==> config.mk <==
export PLATFORM = sky130hd
export DESIGN_NAME = ram_port_arbiter
export DESIGN_NICKNAME = d
export VERILOG_FILES = /design/src/rtl/ram_port_arbiter.sv
export SDC_FILE = /design/constraint.sdc
export NUM_CORES = 1
export LEC_CHECK = 0
export BUFFER_PORTS_ARGS = -buffer_cell sky130_fd_sc_hd__clkbuf_2
export CAP_MARGIN = 20
export CELL_PAD_IN_SITES_DETAIL_PLACEMENT = 1
export CELL_PAD_IN_SITES_GLOBAL_PLACEMENT = 1
export CORE_MARGIN = 10
export CORE_UTILIZATION = 40
export CTS_CLUSTER_SIZE = 24
export DETAILED_ROUTE_END_ITERATION = 10
export PLACE_DENSITY = 0.81
export SLEW_MARGIN = 10
export SYNTH_ARGS = -nofsm -noshare
export SYNTH_HDL_FRONTEND = slang
export SYNTH_SLANG_ARGS = --single-unit
==> constraint.sdc <==
create_clock -name CLK -period 2.8 [get_ports CLK]
set_clock_uncertainty 0.1 [all_clocks]
set_input_delay 0.56 -clock CLK [delete_from_list [all_inputs] [get_ports CLK]]
set_output_delay 0.56 -clock CLK [all_outputs]
set_load 0.02 [all_outputs]
==> src/rtl/ram_port_arbiter.sv <==
// ram_port_arbiter: shares one single-port register-file RAM between the
// core sequencer (priority requester) and a DMA requester. Every access is a
// fixed three-cycle IDLE -> ACCESS -> COMPLETE transaction; a starvation
// counter forces a DMA grant after STARVE_LIMIT consecutive core wins taken
// while DMA was also waiting.
module ram_port_arbiter #(
    parameter int unsigned AW           = 4,
    parameter int unsigned DW           = 8,
    parameter int unsigned STARVE_LIMIT = 3
) (
    input  logic          CLK,
    input  logic          RST,
    input  logic          C_REQ,
    input  logic          C_WE,
    input  logic [AW-1:0] C_ADDR,
    input  logic [DW-1:0] C_WDATA,
    output logic          C_GNT,
    output logic          C_DONE,
    input  logic          D_REQ,
    input  logic          D_WE,
    input  logic [AW-1:0] D_ADDR,
    input  logic [DW-1:0] D_WDATA,
    output logic          D_GNT,
    output logic          D_DONE,
    output logic [DW-1:0] RDATA,
    output logic          RAM_CS,
    output logic          RAM_WE,
    output logic [AW-1:0] RAM_ADDR,
    output logic [DW-1:0] RAM_WDATA,
    input  logic [DW-1:0] RAM_RDATA,
    output logic          BUSY
);

    typedef enum logic [1:0] {
        IDLE     = 2'd0,
        ACCESS   = 2'd1,
        COMPLETE = 2'd2
    } state_t;

    localparam logic [3:0] LIMIT = 4'(STARVE_LIMIT);

    state_t        state;
    logic          owner_dma;
    logic [3:0]    starve_cnt;
    logic          we_q;
    logic [AW-1:0] addr_q;
    logic [DW-1:0] wdata_q;
    logic [DW-1:0] rdata_q;
    logic          ram_cs_q;
    logic          ram_we_q;
    logic          c_gnt_q;
    logic          d_gnt_q;
    logic          c_done_q;
    logic          d_done_q;
    logic          dma_wins;

    // DMA wins when it is alone, or when the core has used up its starvation allowance
    always_comb begin
        dma_wins = D_REQ && (!C_REQ || (starve_cnt == LIMIT));
    end

    // Transaction FSM; handshake and RAM strobes are registered so reset clears them at once
    always_ff @(posedge CLK or negedge RST) begin
        if (!RST) begin
            state      <= IDLE;
            owner_dma  <= 1'b0;
            starve_cnt <= '0;
            we_q       <= 1'b0;
            addr_q     <= '0;
            wdata_q    <= '0;
            rdata_q    <= '0;
            ram_cs_q   <= 1'b0;
            ram_we_q   <= 1'b0;
            c_gnt_q    <= 1'b0;
            d_gnt_q    <= 1'b0;
            c_done_q   <= 1'b0;
            d_done_q   <= 1'b0;
        end else begin
            case (state)
                IDLE: begin
                    if (C_REQ || D_REQ) begin
                        owner_dma <= dma_wins;
                        we_q      <= dma_wins ? D_WE    : C_WE;
                        addr_q    <= dma_wins ? D_ADDR  : C_ADDR;
                        wdata_q   <= dma_wins ? D_WDATA : C_WDATA;
                        ram_cs_q  <= 1'b1;
                        ram_we_q  <= dma_wins ? D_WE    : C_WE;
                        c_gnt_q   <= !dma_wins;
                        d_gnt_q   <= dma_wins;
                        if (dma_wins || !D_REQ) begin
                            starve_cnt <= '0;
                        end else if (starve_cnt != LIMIT) begin
                            starve_cnt <= starve_cnt + 4'd1;
                        end
                        state <= ACCESS;
                    end
                end
                ACCESS: begin
                    if (!we_q) begin
                        rdata_q <= RAM_RDATA;
                    end
                    ram_cs_q <= 1'b0;
                    ram_we_q <= 1'b0;
                    c_gnt_q  <= 1'b0;
                    d_gnt_q  <= 1'b0;
                    c_done_q <= !owner_dma;
                    d_done_q <= owner_dma;
                    state    <= COMPLETE;
                end
                COMPLETE: begin
                    c_done_q <= 1'b0;
                    d_done_q <= 1'b0;
                    state    <= IDLE;
                end
                default: begin
                    state <= IDLE;
                end
            endcase
        end
    end

    // Address and write data are only presented to the RAM while it is selected
    always_comb begin
        RAM_ADDR  = ram_cs_q ? addr_q  : '0;
        RAM_WDATA = ram_cs_q ? wdata_q : '0;
    end

    assign RAM_CS = ram_cs_q;
    assign RAM_WE = ram_we_q;
    assign C_GNT  = c_gnt_q;
    assign D_GNT  = d_gnt_q;
    assign C_DONE = c_done_q;
    assign D_DONE = d_done_q;
    assign RDATA  = rdata_q;
    assign BUSY   = (state != IDLE);

endmodule

==> metrics.txt, run 1 <==
outcome finished, final reports clean; Power, Total approximately 2.5 mW; Final Instance Count excl. Fillers 283; Initial Util 0.412; min-delay worst type in2async; Net Count, Synth 212; Pre-Repair DR Iteration Count 4; Leakage between 1 and 1.5 nW; HPWL after DPL 3.86 mm; post-layout min period roughly 2200 ps; r2r endpoint starve_cnt[3]; Placed Cells incl. Taps around 280; die height ~87 um; htree depth 2; share of cells above drive strength 1 0.385; Max FO, Critical Path 17; placed inst area around 2100 um^2; CTS tree built; register bit count reported by yosys 34; Required @ worst endpoint 2880 ps; Max Slew Vio Count 0; Detail Route Antenna Nets 0; setup bufs post-CTS 0; Setup crit end kind flop; Worst R2R Start starve_cnt[0]; hold_buf cts 0; final hold viol count 0; global-route wire length before repair 8.36 mm; Worst Reg-to-Reg Cells 4; final WL 5.07 mm; sequential share of the synthesized area 0.474; CTS Sinks 34; Vias per Instance approximately 5.4; Yosys cell types 32; Routed WL per cell ~18 um; Max-cap violations 0; Initial DRC Count 54; core area between 4000 and 5000 um^2; post-synth top area cell dfrtp_1; CP Cell Sequence ha_1 > nor3b_2 > nor3_1 > a22o_2; Via Count between 1500 and 2000; Max Buffers Root-to-Sink 2; chip width a little under 90 um; Slew @ Worst Pin a little over 1000 ps; max_slew headroom 0.318; Mean Syn Cell Area 10.6 um^2; Synth area leaders dfrtp_1 (47%), o2111ai_1 (7.3%), o211ai_1 (6.7%); DR DRC count 0; Total GRT Usage 0.136; largest net degree at the start of global routing 35; synthesized instance count approximately 170; cell area after synthesis approximately 1800 um^2; Worst Path Class, Setup reg2reg; Synth top area share 0.474; Reg2Reg Setup Slack 620 ps; antenna violations before repair 0; total gr overflow 0; Clk pin slew, worst setup/hold paths ~70 ps; met2 routed WL 2.39 mm; post-route cell area approximately 2200 um^2; CP peak stage delay about 840 ps; final period utilization 0.778; M1 WL ~2.2 mm; area grow syn2layout 23.3%; Final setup viols 0; most frequent cells in the layout clkbuf_2 (64), dfrtp_1 (34), nand2_1 (29); IO Pins between 60 and 70; final setup TNS 0 ps; Highest Clock Rate around 460 MHz; metal3 WL around 410 um; full die area between 7000 and 8000 um^2; vias in the first global route 1633; power per cell area 1150 nW/um^2; unrepaired setup endpoints after global routing no; Max IR drop VDD approximately 0.40 mV; slowest CP cell nor3b_2; Clock Tree Root clkbuf_8; commonest non-fill, non-tap cell in the layout clkbuf_2; worst skew pair latency 290 ps; Top Metal Used met4; number of gates resized after cts 0; number of diodes 0; PortBufs 64; Fin Hold WS approximately 270 ps; TritonCTS buffer count 5; RePlAce Congestion a little under 0.8; Layout Nets between 200 and 300; num rows 24; Yosys Warn Count 0; Startpoint Class flop; Critical Path AT between 2000 and 2500 ps
-- flip-flops by register name, summed over array words and instances (netlist names) --
name	cells
RDATA	8
wdata_q	8
C_GNT	1
owner_dma	1
state	2
starve_cnt	4
C_DONE	1
addr_q	4
we_q	1
RAM_CS	1
RAM_WE	1
D_DONE	1
D_GNT	1
-- power by group --
part | internal (mW) | switching (mW)
clock | 0.265 | 0.188
sequential | 0.720 | 0.138
combinational | 0.483 | 0.751
total | 1.47 | 1.08
-- worst max-delay path: cells and delay by family, from the launching register on --
family          cells  cell delay, ps
flops               1             400
compound gates      1             280
simple gates        2            1040
fa+ha+maj           1             240
-- routing by layer --
metal / vias up / global-route usage
met2: 44 / 0.216
met1: 749 / 0.159
li1: 739 / -
met5: - / 0
met4: 0 / 0.0515
met3: 9 / 0.0552
-- kinds of logic (layout without fill, tap and decap cells) --
family	count (synthesis)	count (layout)	synth area share
AOI/OAI and AO/OA	46	46	0.204
adders and majority gates	5	5	0.0348
buffers and inverters	18	80	0.0655
DFF	34	34	0.474
muxes	11	11	0.0683
and+or+nand+nor	55	55	0.153
-- Yosys cell counts --
| cell type | number |
|---|---|
| o211ai_1 | 16 |
| clkbuf_1 | 1 |
| nor3b_2 | 1 |
| nand2_1 | 29 |
| mux2_2 | 10 |
| and2b_1 | 1 |
| and2_1 | 12 |
| a21boi_4 | 1 |
| nor3b_1 | 1 |
| ha_1 | 5 |
| buf_4 | 6 |
| a22o_2 | 1 |
| buf_6 | 3 |
| or3b_4 | 1 |
| nand3_1 | 2 |
| dfrtp_1 | 34 |
| mux2i_1 | 1 |
| clkbuf_2 | 1 |
| inv_1 | 6 |
| o21a_1 | 1 |
| a22o_1 | 3 |
| o31ai_1 | 1 |
| o21ai_0 | 7 |
| clkbuf_4 | 1 |
| nand3b_1 | 1 |
| a41o_1 | 1 |
| nor2_2 | 1 |
| nor2_1 | 3 |
| nor3_1 | 1 |
| or3_1 | 1 |
| nor2b_1 | 1 |
| o2111ai_1 | 15 |
-- layout make-up --
| type | instances | area [um^2] |
|---|---|---|
| multi-input combinational | 117 | 827 |
| clock buffer | 5 | 68.8 |
| tap | 52 | 65.1 |
| inverter | 6 | 22.5 |
| sequential | 34 | 851 |
| timing repair buffer | 66 | 335 |
| clock inverter | 3 | 45.0 |
| fill | 527 | 2140 |
-- metrics by stage --
step / worst slack (ps) / util
6_report: 621 / 0.509
5_1_grt: 405 / 0.509
4_1_cts: 632 / 0.509
3_5_place_dp: 650 / 0.482
3_3_place_gp: 795 / 0.482
2_1_floorplan: 1110 / -
-- how the worst max path moves through the flow --
stage	depth (start not counted)	slack, ps	startpoint	to
after floorplan	3	1110	C_REQ	state[0]
after global placement	4	790	D_REQ	starve_cnt[2]
after detailed placement	4	650	starve_cnt[0]	starve_cnt[3]
after CTS	4	630	starve_cnt[0]	starve_cnt[2]
after global routing	4	410	starve_cnt[0]	starve_cnt[2]
final	4	620	starve_cnt[0]	starve_cnt[3]
Power figures use the tool's default switching activity.
==> run 2, diff against run 1 <==
Settings changed: CORE_UTILIZATION 40 to 37, PLACE_DENSITY 0.81 to 0.75.
Clock period 2.8 ns to 2.2 ns, I/O delays scaled along.
==> run 2 against run 1 <==
Sequential share of layout area fell by 0.95 points. Worst setup slack got worse by 470 ps. Count of clock-buffer cells in the layout rose by 2. Via count rose by 3.0%. Flip-flop and latch count did not move. Critical endpoint is now BUSY.
==> metrics.txt, run 2 (synthesis results as in run 1) <==
final period utilization 0.932; vias in the first global route 1743 (+6.7%); final hold viol count 0 (unchanged); Clk network pwr share 0.174 (-0.004); Crit path depth 4 (unchanged); setup bufs post-CTS 0 (unchanged); htree depth 2 (unchanged); final setup TNS 0 ps (unchanged); HPWL after DPL 4.04 mm (+4.7%); Via Count 1587 (+3.0%); Highest Clock Rate just under 500 MHz; min-delay worst type in2async; IO Pins 65 (unchanged); CP peak stage delay 400 ps (-440 ps); Gate power share 0.492 (+0.007); Fill cells 548 (+4.0%); CTS Sinks 34 (unchanged); Reg2Reg Setup Slack 300 ps (-320 ps); register area 851 um^2 (unchanged); outcome finished, final reports clean; Max-cap violations 0 (unchanged); Clk pin slew, worst setup/hold paths 80 ps (about the same); Vias per Instance 5.22 (-4.1%); multi-input logic area 827 um^2 (unchanged); commonest non-fill, non-tap cell in the layout clkbuf_2; Total GRT Usage 0.143 (+0.00718); DR DRC count 0 (unchanged); share of cells above drive strength 1 0.392 (+0.00712); Max FO, Critical Path 10 (-7); Worst Path Class, Setup reg2out; full die area 8040 um^2 (+6.2%); total gr overflow 0 (unchanged); hold_buf cts 0 (unchanged); CP top delay family buffers and inverters; Pre-Repair DR Iteration Count 4 (unchanged); die height 89.7 um (+3.1%); Placed Cells incl. Taps 296 (+7.6%); CP Cell Sequence inv_1 > ha_1 > inv_1 > clkbuf_2; Required @ worst endpoint 1660 ps (-1220 ps); global-route wire length before repair 8.87 mm (+6.2%); Initial DRC Count 45 (-17%); Setup crit end kind primary output; PortBufs 64 (unchanged); Routed WL per cell 18.1 um (+0.92%); Max IR drop VDD 0.529 mV (+33%); antenna violations before repair 0 (unchanged); CP most frequent cell inv_1; final WL 5.49 mm (+8.4%); number of gates resized after cts 0 (unchanged); num rows 25 (+4.2%); unrepaired setup endpoints after global routing no; number of diodes 0 (unchanged); Max Slew Vio Count 0 (unchanged); buffering stage count on the worst path with inverters included 3 (+3); chip width 89.7 um (+3.1%); worst skew pair latency 290 ps (about the same); Startpoint Class flop; Leakage 1.08 nW (+3.1%); Initial Util 0.380 (-0.0322); slowest CP cell dfrtp_1; Slew @ Worst Pin 475 ps (-544 ps); r2r endpoint RDATA[1]; TritonCTS buffer count 5 (unchanged); Detail Route Antenna Nets 0 (unchanged); Final setup viols 0 (unchanged); RePlAce Congestion 0.761 (-3.9%); Clock Tree Root clkbuf_8; max_slew headroom 0.682 (+0.365); power per cell area 1460 nW/um^2 (+27%); Flop pwr share 0.335 (-0.002); largest net degree at the start of global routing 35 (unchanged); area grow syn2layout 26.5%; Layout Nets 279 (+2.2%); core area 4720 um^2 (+8.5%); Critical Path AT 1510 ps (-750 ps); Max Buffers Root-to-Sink 2 (unchanged); Int Pwr 1.91 mW (+30%); Psw 1.40 mW (+30%); post-layout min period about 2000 ps; Worst R2R Start state[1]; Final Instance Count excl. Fillers 304 (+7.4%); switching share of power 0.423 (about the same); CTS tree built; most frequent cells in the layout clkbuf_2 (64), dfrtp_1 (34), nand2_1 (29); Worst Reg-to-Reg Cells 5 (+1)
==> run 2: metrics by stage <==
stage | setup slack, ps | total power [mW] | hold slack [ps] | utilization | cell area, um^2
floorplan | 555 | 2.21 | 44.4 | - | 1800
CTS | 130 | 3.36 | 90.5 | 0.481 | 2270
finish | 150 | 3.31 | 76.1 | 0.481 | 2270
global placement | 336 | 2.71 | 375 | 0.458 | 2160
global route | 53.3 | 3.58 | 118 | 0.481 | 2270
detailed placement | 300 | 2.78 | 382 | 0.458 | 2160
==> run 2: worst max path at each step <==
stage	from	endpoint	slack, ps
after floorplan	state[1]	RDATA[0]	560
after global routing	state[0]	BUSY	50
after global placement	state[1]	RDATA[1]	340
final	state[0]	BUSY	150
after CTS	state[0]	BUSY	130
after detailed placement	state[1]	RDATA[1]	300
==> run 2: cell type report <==
type,count,area share
clock buffers,7,0.0336
clock inverters,1,0.0132
inverters,6,0.00992
multi-input cells,117,0.364
flip-flops and latches,34,0.375
well taps,67,0.0369
repair buffers,72,0.167
==> run 2: per-layer routing <==
metal  routed length (um)  vias to the layer above  share of wire  GRT usage
met1                 2380                      773           0.43      0.167
li1                     -                      751              -          -
met5                    0                        -              0          0
met2                 2600                       52           0.47      0.237
met4                  131                        0          0.024     0.0636
met3                  381                       11          0.069     0.0415
==> run 2: worst reg2reg max path, cell delays in order (launching register included) <==
cell and delay [ps]:
dfrtp_1 380, inv_1 120, ha_1 240, inv_1 160
nor2_2 400, mux2_2 390
==> run 2: power by group through the flow <==
stage | Clock, mW | Combinational, mW | Sequential, mW
3_5_place_dp | 0 | 1.65 | 1.13
2_1_floorplan | 0 | 1.01 | 1.21
5_1_grt | 0.612 | 1.82 | 1.15
3_3_place_gp | 0 | 1.61 | 1.10
4_1_cts | 0.580 | 1.66 | 1.11
6_report | 0.575 | 1.63 | 1.11
